$ cat config.mk
export PLATFORM = sky130hd
export DESIGN_NAME = ps2_letter_queue
export DESIGN_NICKNAME = d
export VERILOG_FILES = /design/src/rtl/ps2_letter_queue.sv
export SDC_FILE = /design/constraint.sdc
export NUM_CORES = 1
export LEC_CHECK = 0
export BUFFER_PORTS_ARGS = -buffer_cell sky130_fd_sc_hd__buf_2
export CAP_MARGIN = 15
export CORE_MARGIN = 8
export CORE_UTILIZATION = 55
export CTS_CLUSTER_SIZE = 8
export DETAILED_ROUTE_END_ITERATION = 7
export HOLD_SLACK_MARGIN = 0.03
export PLACE_DENSITY = 0.82
export SYNTH_ARGS = -nofsm -noshare
export SYNTH_HDL_FRONTEND = slang
export SYNTH_SLANG_ARGS = --single-unit
$ cat constraint.sdc
create_clock -name clock -period 4.3 [get_ports clock]
set_input_delay 0.43 -clock clock [delete_from_list [all_inputs] [get_ports clock]]
set_output_delay 0.43 -clock clock [all_outputs]
set_load 0.01 [all_outputs]
$ cat src/rtl/ps2_letter_queue.sv
// PS/2 set-2 letter decoder feeding a keystroke queue, with typematic filtering.
// Build option: define KEY_FIFO_EN for a FIFO_DEPTH-entry circular FIFO; otherwise one holding register.
module ps2_letter_queue #(
  parameter int FIFO_DEPTH = 4
) (
  input  logic        clock,
  input  logic        reset,
  input  logic [7:0]  scan_code,
  input  logic        scan_ready,
  output logic        read,
  input  logic        clear,
  input  logic        take,
  output logic        valid,
  output logic [4:0]  letter_idx,
  output logic [25:0] letter,
  output logic [4:0]  count,
  output logic        overflow
);

  typedef enum logic [1:0] {IDLE, BREAK, EXT, EXT_BREAK} state_t;

  localparam logic [4:0] NO_KEY = 5'h1F;

  // {hit, idx} for the 26 letter make codes
  function automatic logic [5:0] decode(input logic [7:0] c);
    case (c)
      8'h1C: decode = {1'b1, 5'd0};   8'h32: decode = {1'b1, 5'd1};
      8'h21: decode = {1'b1, 5'd2};   8'h23: decode = {1'b1, 5'd3};
      8'h24: decode = {1'b1, 5'd4};   8'h2B: decode = {1'b1, 5'd5};
      8'h34: decode = {1'b1, 5'd6};   8'h33: decode = {1'b1, 5'd7};
      8'h43: decode = {1'b1, 5'd8};   8'h3B: decode = {1'b1, 5'd9};
      8'h42: decode = {1'b1, 5'd10};  8'h4B: decode = {1'b1, 5'd11};
      8'h3A: decode = {1'b1, 5'd12};  8'h31: decode = {1'b1, 5'd13};
      8'h44: decode = {1'b1, 5'd14};  8'h4D: decode = {1'b1, 5'd15};
      8'h15: decode = {1'b1, 5'd16};  8'h2D: decode = {1'b1, 5'd17};
      8'h1B: decode = {1'b1, 5'd18};  8'h2C: decode = {1'b1, 5'd19};
      8'h3C: decode = {1'b1, 5'd20};  8'h2A: decode = {1'b1, 5'd21};
      8'h1D: decode = {1'b1, 5'd22};  8'h22: decode = {1'b1, 5'd23};
      8'h35: decode = {1'b1, 5'd24};  8'h1A: decode = {1'b1, 5'd25};
      default: decode = 6'd0;
    endcase
  endfunction

  logic       rdy_q, arm_q, read_q;
  state_t     state_q;
  logic [4:0] held_q;
  logic [4:0] count_q;
  logic       ovf_q;

  logic       accept, hit, push, pop, full, wr;
  logic [4:0] code_idx, head_idx;

  // arm_q blocks a level left high across reset from being taken as a new byte
  assign accept = scan_ready & ~rdy_q & arm_q;
  assign {hit, code_idx} = decode(scan_code);

  always_ff @(posedge clock or negedge reset) begin
    if (!reset) begin
      rdy_q  <= 1'b0;
      arm_q  <= 1'b0;
      read_q <= 1'b0;
    end else begin
      rdy_q  <= scan_ready;
      read_q <= accept;
      if (!scan_ready) arm_q <= 1'b1;
    end
  end

  always_ff @(posedge clock or negedge reset) begin
    if (!reset) begin
      state_q <= IDLE;
      held_q  <= NO_KEY;
    end else if (clear) begin
      state_q <= IDLE;
      held_q  <= NO_KEY;
    end else if (accept) begin
      case (state_q)
        IDLE: begin
          if (scan_code == 8'hF0)      state_q <= BREAK;
          else if (scan_code == 8'hE0) state_q <= EXT;
          else if (hit)                held_q  <= code_idx;
        end
        BREAK: begin
          if (hit && code_idx == held_q) held_q <= NO_KEY;
          state_q <= IDLE;
        end
        EXT:       state_q <= (scan_code == 8'hF0) ? EXT_BREAK : IDLE;
        default:   state_q <= IDLE;
      endcase
    end
  end

  assign push = accept & ~clear & (state_q == IDLE) & hit & (code_idx != held_q);

`ifdef KEY_FIFO_EN
  localparam int QDEPTH = FIFO_DEPTH;
  localparam int PW     = $clog2(FIFO_DEPTH);

  logic [4:0]    mem_q [FIFO_DEPTH];
  logic [PW-1:0] wptr_q, rptr_q;

  // power-of-two depth: pointers wrap naturally
  always_ff @(posedge clock or negedge reset) begin
    if (!reset) begin
      wptr_q <= '0;
      rptr_q <= '0;
    end else if (clear) begin
      wptr_q <= '0;
      rptr_q <= '0;
    end else begin
      if (wr)  wptr_q <= wptr_q + 1'b1;
      if (pop) rptr_q <= rptr_q + 1'b1;
    end
  end

  always_ff @(posedge clock) begin
    if (wr) mem_q[wptr_q] <= code_idx;
  end

  assign head_idx = mem_q[rptr_q];
`else
  localparam int QDEPTH = 1;

  logic [4:0] head_q;

  always_ff @(posedge clock) begin
    if (wr) head_q <= code_idx;
  end

  assign head_idx = head_q;
`endif

  assign full = (count_q == 5'(QDEPTH));
  assign pop  = take & (count_q != 5'd0);
  // when full, a same-edge pop frees the slot being written
  assign wr   = push & (~full | pop);

  always_ff @(posedge clock or negedge reset) begin
    if (!reset) begin
      count_q <= 5'd0;
      ovf_q   <= 1'b0;
    end else if (clear) begin
      count_q <= 5'd0;
      ovf_q   <= 1'b0;
    end else begin
      if (wr && !pop)      count_q <= count_q + 5'd1;
      else if (!wr && pop) count_q <= count_q - 5'd1;
      if (push && !wr)     ovf_q   <= 1'b1;
    end
  end

  assign read       = read_q;
  assign count      = count_q;
  assign overflow   = ovf_q;
  assign valid      = (count_q != 5'd0);
  assign letter_idx = valid ? head_idx : 5'd0;
  assign letter     = valid ? (26'd1 << letter_idx) : 26'd0;

endmodule

### After elaboration in Yosys (flattened, before gate mapping)

Memories as Yosys holds them, arrays and structs flattened.
Index checks and enable logic that the tools add are counted.

| operators by class | value |
|---|---|
| $add $sub $neg | 2 |
| eq/ne operators | 12 |
| shifts and indexed selects | 1 |
| multiplexer cells | 21 |
| bitwise gates (word level) | 12 |
| reductions and logical operators | 14 |

Operators by type and width:

| cell | number |
|---|---|
| $mux W5 | 10 |
| $mux W26 | 1 |
| $shl A1 B5 Y26 const A | 1 |
| $eq A8 B8 Y1 const B | 2 |
| $ne A3 B3 Y1 const B | 4 |
| $mux W2 | 5 |
| $pmux W5 S2 | 1 |
| $and A1 B1 Y1 | 8 |
| $mux W6 | 1 |
| $reduce_and A6 Y1 | 1 |
| $reduce_bool A3 Y1 | 2 |
| $add A5 B1 Y5 const B | 1 |
| $eq A5 B1 Y1 const B | 1 |
| $eq A5 B5 Y1 | 1 |
| $ne A5 B5 Y1 | 1 |
| $reduce_bool A5 Y1 | 1 |
| $sub A5 B1 Y5 const B | 1 |
| $logic_and A1 B1 Y1 | 4 |
| $ne A4 B4 Y1 const B | 1 |
| $pmux W2 S2 | 1 |
| $reduce_bool A2 Y1 | 2 |
| $not A1 Y1 | 3 |
| $eq A2 B1 Y1 const B | 1 |
| $eq A2 B2 Y1 const B | 1 |
| 5 further kinds | 7 |

| word-level totals | value |
|---|---|
| bits in registers | 21 |
| memory bits (read-only) | 768 |
| bits of input ports | 13 |
| output and inout port bits | 39 |
| logic and storage cells | 71 |
| memories | 1 |

Memories:

| name | depth | bits a word | rd ports | clocked after memory_dff | write ports | RTL line | RTL |
|---|---|---|---|---|---|---|---|
| (no name shown) | 128 | 6 | 1 | 0 | 0 | 26 | `case (c)` |

### Logic depth before layout (Yosys ltp)

| logic depth | value |
|---|---|
| depth after elaboration | 13 |
| depth in mapped cells | 11 |
| depth with buffers taken out | 10 |

### Least setup slack after synthesis

No wires, ideal clock.

| timing | value |
|---|---|
| kind | register to output |
| from | register count_q[0], in the netlist count[0] |
| to | output letter[24] |
| arrival | 2.338 ns |
| data required time | 3.870 ns |
| setup slack | 1.532 ns |
| cell stages (with the launch flop) | 9 |
| buffers on the path | 1 |
| cells stage by stage | dfrtp_1 -> inv_1 -> ha_1 -> or4b_2 -> clkbuf_1 -> and2_1 -> nor2_1 -> nand2_1 -> nor3_1 |

| between the ends | value |
|---|---|
| longest elaborated chain between the ends | 4 |

Ends and longest elaborated chain:

| element | RTL line | RTL |
|---|---|---|
| start: declaration | 47 | `logic [4:0] count_q;` |
| start signal: assignment | 146 | `if (wr && !pop) count_q <= count_q + 5'd1;` |
| start signal: assignment | 147 | `else if (!wr && pop) count_q <= count_q - 5'd1;` |
| $reduce_bool A5 Y1 | 155 | `assign valid = (count_q != 5'd0);` |
| named net valid | 13 | `output logic valid,` |
| $mux W5 | 156 | `assign letter_idx = valid ? head_idx : 5'd0;` |
| named net letter_idx[1] | 14 | `output logic [4:0] letter_idx,` |
| $shl A1 B5 Y26 | 157 | `assign letter = valid ? (26'd1 << letter_idx) : 26'd0;` |
| $mux W26 | 157 |  |
| end: declaration | 15 | `output logic [25:0] letter,` |

The timed path passes the listed nets, and every way through them passes these cells.

### Final worst setup path

| timing | value |
|---|---|
| from | register count_q[0], in the netlist count[0] |
| to | output letter[24] |

| between the ends | value |
|---|---|
| longest elaborated chain between the ends | 4 |

Ends and longest elaborated chain:

| element | RTL line |
|---|---|
| $reduce_bool A5 Y1 * | 155 |
| $mux W5 | 156 |
| $shl A1 B5 Y26 | 157 |
| $mux W26 * | 157 |

Every way passes the cells marked *; elsewhere a longest branch is shown, timed or not.

==> run metrics <==
Max FO, Critical Path=11; RSZ-0062 raised after global routing=no; dominant synthesized flop cell=dfrtp_1; leading area contributor after synthesis=dfrtp_1; min-delay worst type=in2async; total chip power=0.695 mW; final setup fails=0; number of remaining DRC errors=0; total CTS buffers=3; period utilization=71.6%; largest net degree at the start of global routing=27; clk root buf=clkbuf_8; CORE AREA=between 3000 and 4000 um2; CTS-repair resized insts=0; Worst-path clk slew=about 80 ps; Slew Limit Fails=0; port buffer count=51; Synth cell types=between 60 and 70; reg2reg end=count[1]$_DFFE_PN0P_; Synth Instances=268; Critical Path AT=2650 ps; Pleak=about 1.1 nW; Die Span Y=just under 80 um; GR Overflow Total=0; WS Path Type=reg2out; Reg2Reg Depth=8; average wire per standard cell=~15 um; top cell type's share of synthesized area=13.3%; number of synthesized flops with an enable pin=5; max-cap violation count=0; actual slew at the worst max-slew pin=531 ps; top-count cell post-synth=nor2_1; share of cells above drive strength 1=26.9%; top post-synthesis cells by area=dfrtp_1 13%, nor2_1 8.1%, edfxtp_1 7.2%, dfstp_2 6.3%, nor3_1 5.1%; # rows=22; worst-skew pair later-pin latency=approximately 260 ps; Worst setup SP type=flip-flop; P per Cell Area=295 nW/um2; reg2reg start=count[0]$_DFFE_PN0P_; min cycle time layout=3080 ps; TritonRoute pass-1 iters=4; Placer Congestion=0.906; post-route ant nets=0; syn_area_per_cell=between 7 and 8 um2; I/O pins=52; worst setup margin=1220 ps; Longest Clk Path Bufs=2; CTS sink count=21; dpl hpwl=around 4100 um; vias in the first global route=2017; CTS Hold Bufs=0; ant diodes=0; YS warnings=0; Total GRT Usage=between 10% and 20%; setup tns final=0 ps; total nets after synthesis=285; DR vias=2078; Initial Util=57.1%; Post-CTS Setup Inserts=0; H-tree level count=1; Synth Register Bits=21; commonest cells in the netlist=45 x nor2_1, 23 x nand2_1, 21 x nor3_1; final core area utilization=64.8%; routed vias/inst=5.82; Final Hold Fails=0; dpl ws=1450 ps; TritonCTS clock tree=built; Nets=327; fraction of registers with async set or reset after synthesis=76.2%; initial antenna violation count=0; Starting DRT DRC Count=approximately 90; CP Capture Type=output pin; maximum clock frequency=325 MHz; sequential element share of the synthesized area=about 27%; DIE AREA=roughly 6000 um2; Reg2Reg Setup Slack=1620 ps; Layout area overhead=13.4%; maximum VDD drop=between 0.1 and 0.15 mV; Die Wd=77.4 um; Total Wirelength=just over 5000 um; CP required=3870 ps; worst clock skew=8.80 ps; first-pass GRT wire length=8990 um; status=complete, no violations; Worst slew margin=64.0%; Mapped Area=2080 um2
-- layout make-up --
class	instances	area (um2)
timing repair buffer	51	255
multi-input combinational	220	1390
sequential	21	557
clock inverter	1	5.00
tap	48	60.1
clock buffer	3	41.3
fill	342	1280
inverter	13	48.8
-- power by group --
part           internal, mW  switching (mW)
clock                0.0646          0.0648
combinational         0.112           0.212
sequential            0.218          0.0233
total                 0.395           0.300
-- sequential cells by signal, indices dropped and copies added (netlist names) --
| name | cells |
|---|---|
| head_idx | 5 |
| overflow | 1 |
| held_q | 5 |
| count | 5 |
| state_q | 2 |
| read | 1 |
| arm_q | 1 |
| rdy_q | 1 |
-- critical path, stage by stage (launching register included) --
cell and delay [ps]:
dfrtp_1 480, inv_1 90, ha_1 220, or4b_2 760, and2_1 260, nor2_1 140
nand2_1 110, nor3_1 160, buf_2 170
-- worst max-delay path by stage --
stage                                     from               endpoint  slack (ps)
after global routing      count[0]$_DFFE_PN0P_             letter[19]        1030
after floorplan           count[0]$_DFFE_PN0P_             letter[24]        1530
final                     count[0]$_DFFE_PN0P_             letter[24]        1220
after global placement    count[0]$_DFFE_PN0P_              letter[8]        1540
after CTS                 count[0]$_DFFE_PN0P_             letter[24]        1230
after detailed placement          scan_code[2]  head_idx[2]$_DFFE_PN_        1450
-- metal layers --
layer	up-vias	track usage, %	share of wire [%]
li1	1044	-	-
met1	952	20.0	43
met2	76	30.6	48
met3	6	3.92	7.3
met4	0	6.42	1.0
met5	-	0	0
-- cell families (layout without fill, tap and decap cells) --
group	after synthesis	after routing	synth area share (%)
xor+xnor	5	5	2.11
compound gates	58	58	20.9
flops	21	21	26.8
fa+ha+maj	4	4	2.41
simple gates	147	147	38.5
mux	6	6	2.89
buf+inv	27	68	6.33
-- cell usage in the layout (no fill, tap or decap), types with 2 or more instances in the layout --
| cell | synthesis | layout |
|---|---|---|
| o21bai_1 | 3 | 3 |
| nor3b_1 | 6 | 6 |
| nor2b_1 | 5 | 5 |
| a21o_1 | 3 | 3 |
| clkbuf_8 | 0 | 3 |
| or2_2 | 5 | 5 |
| nand4_1 | 2 | 2 |
| a221oi_1 | 2 | 2 |
| xnor2_1 | 2 | 2 |
| o21ai_1 | 2 | 2 |
| or3_1 | 2 | 2 |
| nor3_1 | 21 | 21 |
| o311ai_1 | 3 | 3 |
| mux2i_1 | 6 | 6 |
| o211ai_1 | 3 | 3 |
| nor4_1 | 3 | 3 |
| nand2b_1 | 8 | 8 |
| buf_2 | 3 | 51 |
| nand2_1 | 23 | 23 |
| xor2_1 | 3 | 3 |
| nor2_1 | 45 | 45 |
| a31oi_1 | 5 | 5 |
| dfstp_2 | 5 | 5 |
| dfrtp_1 | 11 | 11 |
| a21oi_1 | 14 | 14 |
| edfxtp_1 | 5 | 5 |
| and3_1 | 2 | 2 |
| nand4b_1 | 2 | 2 |
| ha_1 | 4 | 4 |
| inv_1 | 12 | 12 |
| and3b_1 | 2 | 2 |
| nand3_1 | 6 | 6 |
| o21ai_0 | 10 | 10 |
-- per-stage QoR --
| step | hold WS, ps | instance area [um2] | std cells |
|---|---|---|---|
| CTS | 85.7 | 2350 | 357 |
| global placement | 368 | 2310 | 353 |
| finish | 71.3 | 2350 | 357 |
| global route | 99.4 | 2350 | 357 |
| detailed placement | 374 | 2310 | 353 |
| floorplan | 134 | 2080 | 268 |
No activity file was read; power rests on OpenSTA's default activity.
